$ cat src/rtl/gp_cmd_pkg.sv
// Shared command-buffer types: header layout, ring address width and fetch FSM states.
// Used by both the command writer and the command fetch stage.
package gp_cmd_pkg;

    localparam int CMD_ADDR_W = 11;

    typedef struct packed {
        logic [7:0] len;
        logic [7:0] id;
    } cmd_hdr_t;

    typedef enum logic [1:0] {
        IDLE = 2'd0,
        RD   = 2'd1,
        WAIT = 2'd2,
        OUT  = 2'd3
    } state_t;

endpackage

$ cat src/rtl/gp_cmd_fetch.sv
// Command fetch: reads committed ring-buffer words from the command RAM, frames them
// into header+payload packets and hands them out one beat at a time over valid/ready.
module gp_cmd_fetch
    import gp_cmd_pkg::*;
#(
    parameter int ADDR_W  = CMD_ADDR_W,
    parameter int MAX_LEN = 255
) (
    input  logic              clk,
    input  logic              rst,
    input  logic [ADDR_W-1:0] wr_ptr,
    output logic [ADDR_W-1:0] rd_ptr,
    output logic              ram_re,
    output logic [ADDR_W-1:0] ram_raddr,
    input  logic [15:0]       ram_rdata,
    output logic              cmd_valid,
    input  logic              cmd_ready,
    output logic [15:0]       cmd_data,
    output logic              cmd_first,
    output logic              cmd_last,
    output logic [7:0]        cmd_id,
    output logic [7:0]        cmd_len,
    output logic              err_len
);

    localparam logic [7:0]        MAX_LEN_C = 8'(MAX_LEN);
    localparam logic [ADDR_W-1:0] ONE_C     = ADDR_W'(1);
    localparam logic [ADDR_W-1:0] ZERO_C    = ADDR_W'(0);

    state_t            state_r;
    state_t            state_nx_s;
    logic [ADDR_W-1:0] rd_ptr_r;
    logic [ADDR_W-1:0] avail_s;
    logic [ADDR_W-1:0] avail_after_s;
    logic              ram_re_r;
    logic              cmd_valid_r;
    logic [15:0]       cmd_data_r;
    logic              cmd_first_r;
    logic              cmd_last_r;
    logic [7:0]        cmd_id_r;
    logic [7:0]        cmd_len_r;
    logic              err_len_r;
    logic              in_pkt_r;
    logic [7:0]        remaining_r;
    cmd_hdr_t          hdr_s;
    logic              hs_s;
    logic              drop_s;
    logic              load_s;

    // Next-state decode plus the drop/load strobes for the word arriving in WAIT.
    always_comb begin
        hdr_s         = cmd_hdr_t'(ram_rdata);
        avail_s       = wr_ptr - rd_ptr_r;
        avail_after_s = wr_ptr - (rd_ptr_r + ONE_C);
        hs_s          = cmd_valid_r && cmd_ready;
        drop_s        = 1'b0;
        load_s        = 1'b0;
        state_nx_s    = state_r;
        case (state_r)
            IDLE: begin
                if (avail_s != ZERO_C) begin
                    state_nx_s = RD;
                end else begin
                    state_nx_s = IDLE;
                end
            end
            RD: begin
                state_nx_s = WAIT;
            end
            WAIT: begin
                if (!in_pkt_r && (hdr_s.len > MAX_LEN_C)) begin
                    drop_s     = 1'b1;
                    state_nx_s = IDLE;
                end else begin
                    load_s     = 1'b1;
                    state_nx_s = OUT;
                end
            end
            OUT: begin
                // The IDLE avail test is folded in here (against the post-increment
                // pointer) so back-to-back beats sustain one per three cycles.
                if (hs_s) begin
                    if (avail_after_s != ZERO_C) begin
                        state_nx_s = RD;
                    end else begin
                        state_nx_s = IDLE;
                    end
                end else begin
                    state_nx_s = OUT;
                end
            end
            default: begin
                state_nx_s = IDLE;
            end
        endcase
    end

    // State, pointer, framing and registered output updates.
    always_ff @(posedge clk) begin
        if (rst) begin
            state_r     <= IDLE;
            rd_ptr_r    <= ZERO_C;
            ram_re_r    <= 1'b0;
            cmd_valid_r <= 1'b0;
            cmd_data_r  <= 16'h0000;
            cmd_first_r <= 1'b0;
            cmd_last_r  <= 1'b0;
            cmd_id_r    <= 8'h00;
            cmd_len_r   <= 8'h00;
            err_len_r   <= 1'b0;
            in_pkt_r    <= 1'b0;
            remaining_r <= 8'h00;
        end else begin
            state_r     <= state_nx_s;
            ram_re_r    <= (state_nx_s == RD);
            cmd_valid_r <= (state_nx_s == OUT);
            err_len_r   <= drop_s;
            if (drop_s || ((state_r == OUT) && hs_s)) begin
                rd_ptr_r <= rd_ptr_r + ONE_C;
            end
            if (load_s) begin
                cmd_data_r  <= ram_rdata;
                cmd_first_r <= !in_pkt_r;
                if (!in_pkt_r) begin
                    cmd_id_r    <= hdr_s.id;
                    cmd_len_r   <= hdr_s.len;
                    remaining_r <= hdr_s.len;
                    cmd_last_r  <= (hdr_s.len == 8'd0);
                end else begin
                    cmd_last_r  <= (remaining_r == 8'd1);
                end
            end
            // Header handshake keeps the loaded length; payload handshakes count down.
            if ((state_r == OUT) && hs_s) begin
                in_pkt_r <= !cmd_last_r;
                if (!cmd_first_r) begin
                    remaining_r <= remaining_r - 8'd1;
                end
            end
        end
    end

    assign rd_ptr    = rd_ptr_r;
    assign ram_re    = ram_re_r;
    assign ram_raddr = rd_ptr_r;
    assign cmd_valid = cmd_valid_r;
    assign cmd_data  = cmd_data_r;
    assign cmd_first = cmd_first_r;
    assign cmd_last  = cmd_last_r;
    assign cmd_id    = cmd_id_r;
    assign cmd_len   = cmd_len_r;
    assign err_len   = err_len_r;

endmodule

$ cat config.mk
export PLATFORM = sky130hd
export DESIGN_NAME = gp_cmd_fetch
export DESIGN_NICKNAME = d
export VERILOG_FILES = /design/src/rtl/gp_cmd_pkg.sv /design/src/rtl/gp_cmd_fetch.sv
export SDC_FILE = /design/constraint.sdc
export NUM_CORES = 1
export LEC_CHECK = 0
export BUFFER_PORTS_ARGS = -buffer_cell sky130_fd_sc_hd__buf_2
export CAP_MARGIN = 30
export CORE_ASPECT_RATIO = 1.4
export CORE_MARGIN = 2
export CORE_UTILIZATION = 30
export DETAILED_ROUTE_END_ITERATION = 10
export RECOVER_POWER = 25
export SYNTH_ARGS = -nofsm -noshare
export SYNTH_HDL_FRONTEND = slang
export SYNTH_SLANG_ARGS = --single-unit
$ cat constraint.sdc
create_clock -name clk -period 3.1 [get_ports clk]
set_clock_uncertainty 0.2 [all_clocks]
set_input_delay 0.62 -clock clk [delete_from_list [all_inputs] [get_ports clk]]
set_output_delay 0.62 -clock clk [all_outputs]
set_load 0.02 [all_outputs]
==> metrics.log, run 1 <==
[metrics] count of TritonRoute iterations in the first routing pass: 4
[metrics] final setup vio count: 0
[metrics] worst hold slack across all endpoints: 0.248 ns
[metrics] run status: finished clean
[metrics] highest attainable clock frequency: 323 MHz
[metrics] initial cell density of the core: 0.304
[metrics] count of unresolved DRC violations after routing: 0
[metrics] clock tree from TritonCTS: yes
[metrics] Netlist cell types: 65
[metrics] Hold Path Cell Cnt: 2
[metrics] maximum fanout encountered on the critical timing path: 4
[metrics] number of hold-repair buffers added at the cts stage: 0
[metrics] worst path cell trace: ha_4 > xnor2_1 > ha_2 > nand3b_1 > a21boi_1 > a221oi_2 > buf_4 > a211o_2 > and3_2 > a2111oi_4 > a41o_1 > o21ai_2
[metrics] Synth Flop Type: sky130_fd_sc_hd__dfxtp_1
[metrics] number of synthesized register bits: slightly below 60
[metrics] number of diodes added for antenna fixing: 0
[metrics] Synth Net Count: 488
[metrics] CTS HTree Levels: 3
[metrics] fraction of registers with async set or reset after synthesis: 0
[metrics] global-route wire length before repair: 15,800 um
[metrics] Worst IR Drop VDD: 0.331 mV
[metrics] placed instance count: ~670
[metrics] Critical path origin: ram_raddr[0]
[metrics] number of max-cap violations: 0
[metrics] synthesized area per cell: 7.84 um^2
[metrics] Worst Hold Path EP: cmd_len[0]
[metrics] source of the worst register-to-register timing path: ram_raddr[0]
[metrics] reg2reg end: ram_re
[metrics] Die H: 130 um
[metrics] TNS Setup: 0 ns
[metrics] leading cell type in the layout, fill and taps excluded: sky130_fd_sc_hd__buf_2
[metrics] number of buffers created by CTS: 9
[metrics] number of port buffers: 87
[metrics] total number of clock tree sinks: 58
[metrics] Period minus WS final: 3.09 ns
[metrics] count of flip-flops with a built-in enable after synthesis: 0
[metrics] DR vias: approximately 3,400
[metrics] CTS Buffer Depth: 2
[metrics] utilization of the core after routing: 0.417
[metrics] share of post-route cells with drive strength above 1: 0.335
[metrics] CP max stage delay: 0.41 ns
[metrics] depth of the worst register-to-register path: 12
[metrics] Crit path required time: 3.09 ns
[metrics] hold path startpoint: cmd_len[0]
[metrics] Core ar.: around 0.011 mm^2
[metrics] number of warnings issued by yosys: 0
[metrics] Critical Path Slowest Stage Cell: sky130_fd_sc_hd__ha_2
[metrics] root cell of the clock tree: sky130_fd_sc_hd__clkbuf_16
[metrics] detailed placement HPWL: about 7400 um
[metrics] number of vias per cell: 4.93
[metrics] largest net degree at the start of global routing: 31
[metrics] routed length per instance: 13.9 um
[metrics] routability-driven placement congestion ratio: 0.796
[metrics] top post-synthesis cells by area: sky130_fd_sc_hd__dfxtp_1 34%, sky130_fd_sc_hd__nand2_1 9.6%, sky130_fd_sc_hd__ha_1 8.1%
[metrics] initial antenna violation count: 0
[metrics] clock-pin slew of the registers on the worst-case setup and hold paths: about 0.050 ns
[metrics] Final Max Slew Viols: 0
[metrics] horizontal die dimension: 94.1 um
[metrics] post-layout power: 0.00232 W
[metrics] synthesized instance count: 435
[metrics] static leakage: 1.99 nW
[metrics] class of the worst hold path: flop to flop
[metrics] share of the cycle needed by the critical path after routing: 0.998
[metrics] internal reg-to-reg setup slack: 0.006 ns
[metrics] P&R area growth vs syn: 37.3%
[metrics] path type of the worst setup path: flop to flop
[metrics] data arrival at the endpoint of the critical path: 3.09 ns
[metrics] overflow left after global routing: 0
[metrics] capturing element type of the critical path: flop
[metrics] violation count after the first detailed-routing iteration: 94
[metrics] cell type contributing the most total cell area after synthesis: sky130_fd_sc_hd__dfxtp_1
[metrics] worst rel slew slack: 0.493
[metrics] clock insertion delay at the later pin of the skew report: about 0.32 ns
[metrics] row cnt: 46
[metrics] most frequent cells in the layout: 86 x sky130_fd_sc_hd__buf_2, 85 x sky130_fd_sc_hd__nand2_1, 52 x sky130_fd_sc_hd__dfxtp_1
[metrics] element type at the critical path start: flop
[metrics] Total GRT Usage: 0.163
[metrics] number of endpoints with negative hold slack in the final report: 0
[metrics] number of ports placed on the die boundary: approximately 90
[metrics] post-synthesis instance area: ~0.0034 mm^2
[metrics] proportion of synthesized chip area in sequential cells: 0.341
[metrics] via count of the first global-routing pass: 3,392
[metrics] measured slew at the worst slew-check pin: ~0.76 ns
[metrics] share of the synthesized area in the top cell type: 0.341
[metrics] routed wire length: 9660 um
[metrics] number of non-filler instances in the completed layout: approximately 700
[metrics] Antenna Nets Post-Route: 0
[metrics] RSZ-0062 raised after global routing: true
[metrics] area enclosed by the die boundary: about 0.012 mm^2
[metrics] power density cells: 496 mW/mm^2
[metrics] net count reported at finish: 600
cell type report:
type | instances | area [um^2]
Inverter | 21 | 83.8
Timing Repair Buffer | 127 | 751
Sequential cell | 58 | 1180
Multi-Input combinational cell | 330 | 2160
Fill cell | 1170 | 6540
Clock buffer | 13 | 282
Tap cell | 144 | 180
Clock inverter | 3 | 43.8
synth_stat cells, drive strengths merged (3+ instances only):
master,count
nand4,5
nor2,33
a21oi,49
dfxtp,58
nand3,9
nor3,18
a31oi,3
or3,6
nand2b,4
a21o,3
ha,22
xnor2,19
buf,13
nand2,87
nor4,3
clkbuf,13
a211oi,4
inv,21
nor2b,3
and3,3
o21ai,17
cells by family (layout without fill, tap and decap cells):
family | after synthesis | after routing | share of synthesized area
other | 1 | 1 | 0.00110
and+or+nand+nor | 185 | 185 | 0.253
muxes | 3 | 3 | 0.0103
buffers and inverters | 47 | 164 | 0.0650
xor gates and xnor gates | 21 | 21 | 0.0595
AOI/OAI and AO/OA | 97 | 97 | 0.184
DFF | 58 | 58 | 0.341
adders and majority gates | 23 | 23 | 0.0866
where the power goes:
group | total, W | switching, W | internal (W)
Combinational | 0.000440 | 0.000270 | 0.000171
Clock | 0.00104 | 0.000330 | 0.000714
Sequential | 0.000835 | 0.0000368 | 0.000798
Total | 0.00232 | 0.000636 | 0.00168
layer usage:
layer  share of wire  track usage  vias to the layer above
met3           0.056       0.0404                       20
met2            0.50        0.290                       99
met1            0.42        0.181                     1591
met4           0.027       0.0742                        0
li1                -            -                     1719
met5               0            0                        -
metrics by stage:
stage / setup slack, ns / instance area, um^2
after floorplan: 0.0264 / 3450
after global placement: -0.108 / 4150
after detailed placement: -0.214 / 4150
after CTS: 0.000741 / 4510
after global routing: -0.134 / 4680
final: 0.00646 / 4680
state kept, by name (all words and copies together) (netlist names):
name,flops
ram_re,1
remaining_r,8
in_pkt_r,1
cmd_id,8
cmd_first,1
ram_raddr,11
state_r,2
cmd_last,1
cmd_valid,1
cmd_len,8
cmd_data,16
how the worst max path moves through the flow:
stage | end | slack (ns) | depth (start not counted)
after floorplan | state_r[0] | 0.03 | 11
after global placement | state_r[0] | -0.11 | 12
after detailed placement | state_r[0] | -0.21 | 12
after CTS | ram_re | 0.0007 | 11
after global routing | state_r[0] | -0.13 | 12
final | ram_re | 0.006 | 12
critical path, delay by kind of cell (launching register included):
kind            cells  cell delay, ns
xor+xnor            1            0.13
compound gates      6            1.19
fa+ha+maj           2            0.58
flops               1            0.35
buf+inv             1            0.16
simple gates        2            0.37
what timing repair did:
action                     4_1_cts  5_1_grt
buffers inserted                 3        6
setup endpoints to repair        2        2
gates resized for setup          4       26
pin swaps                        3       19
(Power assumes the default switching activity.)
==> run 2: changes to the inputs <==
Settings changed: ABC_AREA from default to 1.
==> metrics.log, run 2 <==
[metrics] synthesized area per cell: 6.74 um^2
[metrics] measured slew at the worst slew-check pin: 0.778 ns
[metrics] number of vias per cell: 4.79
[metrics] most frequent cells in the layout: 129 x sky130_fd_sc_hd__nand2_1, 72 x sky130_fd_sc_hd__buf_2, 62 x sky130_fd_sc_hd__inv_1
[metrics] element type at the critical path start: flop
[metrics] Seq. cell area: 0.00116 mm^2
[metrics] Setup WS pre-CTS: 0.0634 ns
[metrics] largest net degree at the start of global routing: 33
[metrics] capturing element type of the critical path: flop
[metrics] number of synthesized register bits: 58
[metrics] path type of the worst setup path: flop to flop
[metrics] proportion of synthesized chip area in sequential cells: 0.330
[metrics] number of non-filler instances in the completed layout: 753
[metrics] post-route worst setup slack: between 0.2 and 0.25 ns
[metrics] static leakage: 2.10 nW
[metrics] share of the synthesized area in the top cell type: 0.330
[metrics] clock tree from TritonCTS: yes
[metrics] Period minus WS final: about 2.9 ns
[metrics] internal reg-to-reg setup slack: 0.25 ns
[metrics] area enclosed by the die boundary: 0.0126 mm^2
[metrics] routability-driven placement congestion ratio: 0.856
[metrics] DR vias: 3,609
[metrics] Worst IR Drop VDD: 0.350 mV
[metrics] number of endpoints with negative hold slack in the final report: 0
[metrics] count of unresolved DRC violations after routing: 0
[metrics] Crit path required time: around 3.1 ns
[metrics] RSZ-0062 raised after global routing: false
[metrics] run status: finished clean
[metrics] total number of clock tree sinks: 58
[metrics] number of hold-repair buffers added at the cts stage: 0
[metrics] row cnt: 46
[metrics] number of ports placed on the die boundary: between 80 and 90
[metrics] routed length per instance: 13.0 um
[metrics] root cell of the clock tree: sky130_fd_sc_hd__clkbuf_16
[metrics] maximum fanout encountered on the critical timing path: 7
[metrics] number of port buffers: 87
[metrics] global-route wire length before repair: 16,200 um
[metrics] clock insertion delay at the later pin of the skew report: 0.32 ns
[metrics] end of the critical path: ram_re
[metrics] routed wire length: 9800 um
[metrics] horizontal die dimension: 95.5 um
[metrics] fraction of registers with async set or reset after synthesis: 0
[metrics] depth of the worst register-to-register path: 20
[metrics] combined area of the multi-input logic cells: 0.00201 mm^2
[metrics] initial antenna violation count: 0
[metrics] Critical path origin: ram_raddr[0]
[metrics] post-synthesis instance area: 0.00352 mm^2
[metrics] violation count after the first detailed-routing iteration: 112
[metrics] Netlist cell types: 36
[metrics] number of buffers created by CTS: 9
[metrics] Final Max Slew Viols: 0
[metrics] initial cell density of the core: 0.309
[metrics] synthesized instance count: 522
[metrics] leading cell type by number of instances after synthesis: sky130_fd_sc_hd__nand2_1
[metrics] overflow left after global routing: 0
[metrics] Largest register FFs: 16
[metrics] CTS HTree Levels: 3
[metrics] leading cell type in the layout, fill and taps excluded: sky130_fd_sc_hd__nand2_1
[metrics] clock-pin slew of the registers on the worst-case setup and hold paths: 0.05 ns
[metrics] power density cells: 515 mW/mm^2
[metrics] highest attainable clock frequency: approximately 350 MHz
[metrics] class of the worst hold path: flop to flop
[metrics] P&R area growth vs syn: 24.8%
[metrics] Antenna Nets Post-Route: 0
[metrics] Die H: 132 um
[metrics] count of TritonRoute iterations in the first routing pass: 5
[metrics] cell type contributing the most total cell area after synthesis: sky130_fd_sc_hd__dfxtp_1
[metrics] Synth Flop Type: sky130_fd_sc_hd__dfxtp_1
[metrics] number of warnings issued by yosys: 0
[metrics] final setup vio count: 0
[metrics] number of max-cap violations: 0
[metrics] top post-synthesis cells by area: sky130_fd_sc_hd__dfxtp_1 33%, sky130_fd_sc_hd__nand2_1 14%, sky130_fd_sc_hd__ha_1 7.8%
[metrics] via count of the first global-routing pass: about 3,600
[metrics] CTS Buffer Depth: 2
[metrics] share of the cycle needed by the critical path after routing: 0.921
[metrics] reg2reg end: ram_re
[metrics] TNS Setup: 0 ns
[metrics] placed instance count: 736
[metrics] detailed placement HPWL: between 7000 and 8000 um
[metrics] Core ar.: 0.0114 mm^2
[metrics] top cell types by occurrence after synthesis: 129 x sky130_fd_sc_hd__nand2_1, 61 x sky130_fd_sc_hd__inv_1, 58 x sky130_fd_sc_hd__dfxtp_1, 53 x sky130_fd_sc_hd__nor2_1, 49 x sky130_fd_sc_hd__a21oi_1
[metrics] data arrival at the endpoint of the critical path: 2.86 ns
[metrics] Total GRT Usage: 0.159
[metrics] Synth Net Count: 575
[metrics] share of post-route cells with drive strength above 1: 0.197
[metrics] source of the worst register-to-register timing path: ram_raddr[0]
[metrics] number of diodes added for antenna fixing: 0
[metrics] count of flip-flops with a built-in enable after synthesis: 0
[metrics] fillcell total: 1,245
[metrics] net count reported at finish: 658
[metrics] worst rel slew slack: 0.481
==> run 2: changes by cell type after synthesis, sizes merged, moves of 4 or more <==
cell and change:
inv +43, nand2 +49, nand2b -4, nand3 +12, nor2 +24, nor3 -10, o21ai +21, or3 -6
xnor2 -13, xor2 +8
==> run 2: worst min path at each step <==
stage                     cells after the start           start             end
after floorplan                               1  remaining_r[0]  remaining_r[0]
after detailed placement                      2      cmd_len[7]      cmd_len[7]
after CTS                                     2     cmd_data[6]     cmd_data[6]
final                                         2      cmd_len[2]      cmd_len[2]
after global placement                        1  remaining_r[0]  remaining_r[0]
after global routing                          2     cmd_data[3]     cmd_data[3]
==> run 2: through the flow <==
| step | hold WS (ns) | utilization | total power (W) | cell area, um^2 |
|---|---|---|---|---|
| after floorplan | 0.234 | - | 0.00113 | 3520 |
| after global placement | 0.247 | 0.356 | 0.00126 | 4050 |
| after detailed placement | 0.250 | 0.356 | 0.00127 | 4050 |
| after CTS | 0.259 | 0.382 | 0.00228 | 4360 |
| after global routing | 0.273 | 0.385 | 0.00237 | 4390 |
| final | 0.259 | 0.385 | 0.00226 | 4390 |
==> run 2: layout make-up <==
class | count | area share
clock inverter | 2 | 0.00798
multi-input combinational | 375 | 0.459
timing repair buffer | 97 | 0.111
inverter | 64 | 0.0547
tap | 144 | 0.0410
sequential | 58 | 0.265
clock buffer | 13 | 0.0615
==> run 2: kinds of logic (layout without fill, tap and decap cells) <==
family / after synthesis / count (layout) / synth area share
DFF: 58 / 58 / 0.330
other: 1 / 1 / 0.00107
adders and majority gates: 23 / 23 / 0.0839
AOI/OAI and AO/OA: 100 / 100 / 0.151
xor gates and xnor gates: 16 / 16 / 0.0398
buffers and inverters: 89 / 176 / 0.108
and+or+nand+nor: 235 / 235 / 0.286
==> run 2: power by group <==
part           total [W]  internal (W)  switching (W)
combinational   0.000420      0.000145       0.000275
clock            0.00101      0.000681       0.000331
sequential      0.000830      0.000797      0.0000330
==> run 2: repair_timing <==
action / in CTS / in global routing
endpoints found under the hold margin: 0 / 0
endpoints found under the setup margin: 0 / 3
resized for setup: 0 / 10
setup buffers: 0 / 2
==> run 2: critical path, stage by stage, from the launching register on <==
cell and delay, ns:
sky130_fd_sc_hd__dfxtp_2 0.38, sky130_fd_sc_hd__nand4_1 0.17, sky130_fd_sc_hd__buf_4 0.19, sky130_fd_sc_hd__nor3_4 0.16
sky130_fd_sc_hd__xor2_1 0.20, sky130_fd_sc_hd__inv_1 0.07, sky130_fd_sc_hd__ha_1 0.34, sky130_fd_sc_hd__nand2_1 0.12
sky130_fd_sc_hd__nor2_1 0.07, sky130_fd_sc_hd__a211oi_2 0.16, sky130_fd_sc_hd__nand2_2 0.09, sky130_fd_sc_hd__nand2_1 0.06
sky130_fd_sc_hd__nand2_1 0.06, sky130_fd_sc_hd__nand2_1 0.05, sky130_fd_sc_hd__nand2_1 0.04, sky130_fd_sc_hd__nand2_1 0.06
sky130_fd_sc_hd__nand3_1 0.07, sky130_fd_sc_hd__nand2_1 0.06, sky130_fd_sc_hd__nand2_1 0.05, sky130_fd_sc_hd__nand2_2 0.08
sky130_fd_sc_hd__nor2_1 0.06
==> run 2: per-layer routing <==
layer / part of all wire / track usage / vias to the layer above / wire, um
met5: 0 / 0 / - / 0
met4: 0.014 / 0.0468 / 0 / 140
met3: 0.056 / 0.0332 / 13 / 552
met2: 0.51 / 0.280 / 96 / 4990
met1: 0.42 / 0.189 / 1668 / 4110
li1: - / - / 1832 / -
